$ cat config.mk
export PLATFORM = sky130hd
export DESIGN_NAME = ram_access_ctrl
export DESIGN_NICKNAME = d
export VERILOG_FILES = /design/src/rtl/ram_access_ctrl.sv
export SDC_FILE = /design/constraint.sdc
export NUM_CORES = 1
export LEC_CHECK = 0
export ABC_AREA = 0
export BUFFER_PORTS_ARGS = -buffer_cell sky130_fd_sc_hd__buf_2
export CELL_PAD_IN_SITES_DETAIL_PLACEMENT = 1
export CELL_PAD_IN_SITES_GLOBAL_PLACEMENT = 2
export CORE_ASPECT_RATIO = 1.1
export CORE_UTILIZATION = 24
export DETAILED_ROUTE_END_ITERATION = 8
export HOLD_SLACK_MARGIN = 0.03
export PLACE_DENSITY = 0.84
export REMOVE_ABC_BUFFERS = 1
export SLEW_MARGIN = 20
export SYNTH_ARGS = -nofsm -noshare
export SYNTH_HDL_FRONTEND = slang
export SYNTH_SLANG_ARGS = --single-unit
$ cat constraint.sdc
create_clock -name clk -period 2.1 [get_ports clk]
set_clock_uncertainty 0.1 [all_clocks]
set_input_delay 0.63 -clock clk [delete_from_list [all_inputs] [get_ports clk]]
set_output_delay 0.63 -clock clk [all_outputs]
set_load 0.02 [all_outputs]
$ cat src/rtl/ram_access_ctrl.sv
// ram_access_ctrl: valid/ready front end for a single-port RAM with a whole-memory fill engine.
module ram_access_ctrl #(
  parameter int Data_width = 32,
  parameter int Addr_width = 7
) (
  input  logic                  clk,
  input  logic                  rst_n,
  input  logic                  init_start,
  input  logic [Data_width-1:0] init_value,
  output logic                  init_busy,
  output logic                  init_done,
  input  logic                  req_valid,
  output logic                  req_ready,
  input  logic                  req_we,
  input  logic [Addr_width-1:0] req_addr,
  input  logic [Data_width-1:0] req_wdata,
  output logic                  rsp_valid,
  input  logic                  rsp_ready,
  output logic [Data_width-1:0] rsp_rdata,
  output logic                  ram_we,
  output logic [Addr_width-1:0] ram_address,
  output logic [Data_width-1:0] ram_d,
  input  logic [Data_width-1:0] ram_q
);
  typedef enum logic {IDLE, FILL} state_t;
  state_t                state_q, state_d;
  logic [Addr_width-1:0] cnt_q, cnt_d;
  logic [Data_width-1:0] fill_q, fill_d, rsp_rdata_q, rsp_rdata_d;
  logic                  rsp_valid_q, rsp_valid_d, init_done_q, init_done_d;
  logic                  acc, rd_acc, last;
  // gated by rst_n so nothing reaches the RAM while reset is held
  assign req_ready   = rst_n && state_q == IDLE && !init_start && (!rsp_valid_q || rsp_ready);
  assign acc         = req_valid && req_ready;
  assign rd_acc      = acc && !req_we;
  assign last        = &cnt_q;
  assign ram_we      = rst_n && (state_q == FILL || (acc && req_we));
  assign ram_address = state_q == FILL ? cnt_q : req_addr;
  assign ram_d       = state_q == FILL ? fill_q : req_wdata;
  assign init_busy   = state_q == FILL;
  assign init_done   = init_done_q;
  assign rsp_valid   = rsp_valid_q;
  assign rsp_rdata   = rsp_rdata_q;
  always_comb begin
    state_d     = state_q == IDLE ? (init_start ? FILL : IDLE) : (last ? IDLE : FILL);
    cnt_d       = state_q == FILL ? cnt_q + 1'b1 : '0;
    fill_d      = state_q == IDLE && init_start ? init_value : fill_q;
    init_done_d = state_q == FILL && last;
    rsp_valid_d = rd_acc || (rsp_valid_q && !rsp_ready);
    rsp_rdata_d = rd_acc ? ram_q : rsp_rdata_q;
  end
  always_ff @(posedge clk) begin
    if (!rst_n) begin
      state_q     <= IDLE;
      cnt_q       <= '0;
      fill_q      <= '0;
      init_done_q <= 1'b0;
      rsp_valid_q <= 1'b0;
      rsp_rdata_q <= '0;
    end else begin
      state_q     <= state_d;
      cnt_q       <= cnt_d;
      fill_q      <= fill_d;
      init_done_q <= init_done_d;
      rsp_valid_q <= rsp_valid_d;
      rsp_rdata_q <= rsp_rdata_d;
    end
  end
endmodule
; Yosys cells after proc, flatten, opt, wreduce, memory -nomap -nowiden
; Index checks and enable logic that the tools add are counted.
[classes]
add_sub_neg = 1
n_mux = 5
n_bitwise = 1
reduce_logical = 19
[ops]
columns = cell, n
row1 = $mux W32, 1
row2 = $logic_and A1 B1 Y1, 10
row3 = $add A7 B1 Y7 const B, 1
row4 = $mux W7, 1
row5 = $reduce_and A7 Y1, 1
row6 = $logic_not A1 Y1, 4
row7 = $logic_or A1 B1 Y1, 3
row8 = $mux W1, 3
row9 = $reduce_and A2 Y1, 1
row10 = $not A1 Y1, 1
[totals]
regBits = 74
input_bits = 109
out_inout_bits = 76
word_cells = 32

; Longest topological paths before layout
[logic_depth]
ltp_word = 8
ltp_mapped = 5
depth_no_buf = 4

; Worst setup path after synthesis
; No wires, ideal clock.
[synth_timing]
path_type = input port to output port
from = in rst_n
to = out req_ready
t_arrival_ps = 1743
required_ps = 1370
setup_slack_ps = -373
stages = 3
n_path_buf = 2
cell_sequence = buf_2 -> clkbuf_1 -> nor4bb_1
[synth_via]
elab_chain_cells = 3
[synth_lines]
columns = element, line
row1 = start: declaration, 7  ; input logic rst_n,
row2 = $logic_and A1 B1 Y1 (3 in a row), 32  ; assign req_ready = rst_n && state_q == IDLE && !init_start && (!rsp_valid_q || rsp_ready);
row3 = end: declaration, 13  ; output logic req_ready,
; No other way between the ends.

; Worst setup path after layout
[layout_timing]
from = reg state_q (netlist: init_busy)
to = out ram_d[25]
[layout_via]
elab_chain_cells = 1
[layout_lines]
columns = element, line
row1 = start: declaration, 26  ; state_t state_q, state_d;
row2 = start signal: assignment, 60  ; state_q <= state_d;
row3 = $mux W32, 38  ; assign ram_d = state_q == FILL ? fill_q : req_wdata;
row4 = end: declaration, 22  ; output logic [Data_width-1:0] ram_d,
; No other way between the ends.

==> reports/metrics.csv <==
stage,metric,value,unit
placement,detailed placement HPWL,7.716,mm
sta,Worst Hold Slack,0.3473,ns
route,drt pass-1 iters,4,
yosys,syn avg cell area,8.772,um^2
power_and_ir_drop,Total Power,3777,uW
setup_path,Setup CP Type,register to output port,
worst_hold_path,hold crit path type,register to register,
die,io pins,185,
setup_path,CP arrival,1.43,ns
sta,max_slew headroom,0.7058,
clocking,"Clk Latency, worst-skew pair",0.33,ns
cells_and_area,post-route cell area,4830,um^2
route,drt total wl,10.66,mm
setup_path,CP Launch Type,register,
yosys,Yosys Warn Count,0,
power_and_ir_drop,Pwr per Cell Area,782.0,nW/um^2
die,row cnt,44,
global_route,grt ovf,0,
route,DRC errors left,0,
clocking,Worst-path clk slew,0.06,ns
sta,max-slew violations,0,
setup_path,WP data required,1.37,ns
power_and_ir_drop,peak supply drop,0.2890,mV
global_route,antenna violations before repair,2,
die,die height,124.6,um
clocking,CTS Sinks,74,
sta,Final Hold Vio Count,0,
sta,unrepaired setup endpoints after global routing,yes,
power_and_ir_drop,Net Sw Power,962.0,uW
sta,worst slew pin tran,0.4413,ns
route,routed vias,3360,
setup_path,CP max FO,16,
clocking,CTS tree,done,
power_and_ir_drop,Clock power frac,0.445,
placement,placer congestion estimate,0.7171,
clocking,htree depth,3,
cells_and_area,share of layout cells above drive strength 1,0.4684,
global_route,first-pass GRT wire length,16.87,mm
die,CORE AREA,13270,um^2
power_and_ir_drop,switch share,0.2547,
placement,# port buffers,184,
cells_and_area,P&R area growth vs syn,47.22,%
global_route,All-Layer GR Usage,0.1507,
route,DRT iter0 DRCs,84,
clocking,Clock Tree Buf Depth,2,
placement,Placed Area,4399,um^2
power_and_ir_drop,Gate power share,0.160,
yosys,Yosys reg bits,74,
yosys,synthesized area,3281,um^2
cells_and_area,Nets,658,
run_status,outcome,finished with violations,
route,Avg WL per Cell,14.45,um
flow_run,max cap viols,0,
sta,crit share post-route,1.026,
sta,Fmax achieved,464.0,MHz
yosys,sequential fraction of the synthesis area,0.4516,
sta,Final setup viols,35,
die,Die X,113.5,um
sta,final setup TNS,-1.461,ns
route,post-route ant nets,0,
clocking,CTS buffer count,9,
setup_path,CP endpoint kind,output port,
die,DIE AREA,14140,um^2
power_and_ir_drop,Internal,2815,uW
power_and_ir_drop,Seq pwr share,0.395,
clocking,"Setup Fix Bufs, Post-CTS",0,
die,initial core utilization,0.2473,
sta,Final WS setup,-0.05504,ns
sta,minimum clock period,2.155,ns
global_route,largest net degree at the start of global routing,44,
power_and_ir_drop,Leak,0.002181,uW
yosys,Netlist cell types,28,
yosys,cells after synthesis,374,
global_route,vias in the first global route,3394,
clocking,root buffer cell,clkbuf_16,
cells_and_area,Layout fillers,1615,
route,routed vias/inst,4.553,
run_status,failing checks,negative setup slack,
[repair_timing]
action                                  4_1_cts  5_1_grt
pin swaps                                     0        0
cloned                                        0        1
gates resized for setup                       4       17
hold buffers                                  0        0
endpoints found under the setup margin       41       41
[metal layers]
layer,track usage,wire [um],vias to the layer above
li1,-,-,1644
met1,0.1788,4465,1563
met2,0.2522,5336,136
met3,0.03601,626,17
met4,0.07353,235,0
met5,0,0,-
[cells in the mapped netlist]
| library cell | number | share of area |
|---|---|---|
| nand2_1 | 98 | 0.11 |
| dfxtp_1 | 74 | 0.45 |
| mux2_2 | 39 | 0.13 |
| nand4_1 | 32 | 0.061 |
| o21ai_1 | 32 | 0.049 |
| a21boi_0 | 18 | 0.041 |
| clkbuf_1 | 17 | 0.019 |
| a21boi_1 | 15 | 0.034 |
| buf_2 | 13 | 0.020 |
| nor2_1 | 5 | 0.0057 |
| nand3_1 | 4 | 0.0061 |
| and3_1 | 3 | 0.0057 |
| buf_6 | 3 | 0.010 |
| nor2b_1 | 3 | 0.0057 |
| a31oi_1 | 2 | 0.0038 |
| nand2b_1 | 2 | 0.0038 |
| o21ai_0 | 2 | 0.0031 |
| xnor2_1 | 2 | 0.0053 |
| a21oi_1 | 1 | 0.0015 |
| and3_4 | 1 | 0.0034 |
| buf_1 | 1 | 0.0011 |
| ha_1 | 1 | 0.0038 |
| mux2i_1 | 1 | 0.0031 |
| nor3b_4 | 1 | 0.0057 |
| nor4bb_1 | 1 | 0.0031 |
| or2_0 | 1 | 0.0019 |
| or3_1 | 1 | 0.0019 |
| xor2_1 | 1 | 0.0027 |
[power by group through the flow]
stage                     clock (uW)  combinational, uW  sequential (uW)
final                           1680                604             1490
after global routing            1800                655             1500
after CTS                       1740                590             1490
after detailed placement           0                585             1520
after global placement             0                570             1520
after floorplan                    0                271             1550
[layout make-up]
cell class                 instances  area [um^2]  share of cell area
antenna                            1        2.502           0.0005181
multi-input combinational        266         1672              0.3461
sequential                        74         1485              0.3075
clock buffer                      10        239.0             0.04948
clock inverter                     6        90.09             0.01865
tap                              184        230.2             0.04767
timing repair buffer             197         1111              0.2301
[per-stage QoR]
step,util,setup slack (ns),cells
after global placement,0.3316,-0.1582,720
after detailed placement,0.3316,-0.1544,720
after floorplan,-,-0.9873,340
after CTS,0.3574,-0.09401,736
after global routing,0.3640,-0.1157,738
final,0.3640,-0.05504,738
[critical path: stages (launching register included)]
cell       delay, ns
dfxtp_4         0.39
clkbuf_16       0.19
mux2_2          0.34
buf_2           0.16
[cells in the final DEF (no fill, tap or decap), drive strengths merged, types with 2 or more instances in the layout]
| master | netlist | layout |
|---|---|---|
| xnor2 | 2 | 2 |
| nor2b | 3 | 3 |
| and3 | 4 | 4 |
| nor2 | 5 | 5 |
| clkinv | 0 | 3 |
| dfxtp | 74 | 74 |
| a21boi | 33 | 33 |
| nand2b | 2 | 2 |
| a31oi | 2 | 2 |
| nand4 | 32 | 32 |
| mux2 | 39 | 39 |
| buf | 17 | 196 |
| nand2 | 98 | 98 |
| nand3 | 4 | 4 |
| o21ai | 34 | 34 |
| clkbuf | 17 | 11 |
| bufinv | 0 | 2 |
[flip-flops by register name (all words and copies together) (netlist names)]
signal	cells
rsp_rdata	32
cnt_q	7
rsp_valid	1
init_done	1
init_busy	1
fill_q	32
[worst paths after layout]
kind	cells after the start	slack, ns	startpoint	to
worst max-delay path	3	-0.06	init_busy	ram_d[25]
worst min-delay path	2	0.35	rsp_rdata[0]	rsp_rdata[0]
worst max register to register	4	0.43	rsp_valid	rsp_rdata[21]
worst min register to register	2	0.35	rsp_rdata[0]	rsp_rdata[0]
[cells by family (layout without fill, tap and decap cells)]
family | Yosys count | count (layout) | share of synthesized area
and+or+nand+nor | 152 | 152 | 0.2163
DFF | 74 | 74 | 0.4516
AOI/OAI and AO/OA | 70 | 70 | 0.1327
muxes | 40 | 40 | 0.1369
buffers and inverters | 34 | 213 | 0.05072
xor gates and xnor gates | 3 | 3 | 0.008011
adders and majority gates | 1 | 1 | 0.003813
other | 0 | 1 | 0
Note: power is estimated with default switching activity, not from simulation.
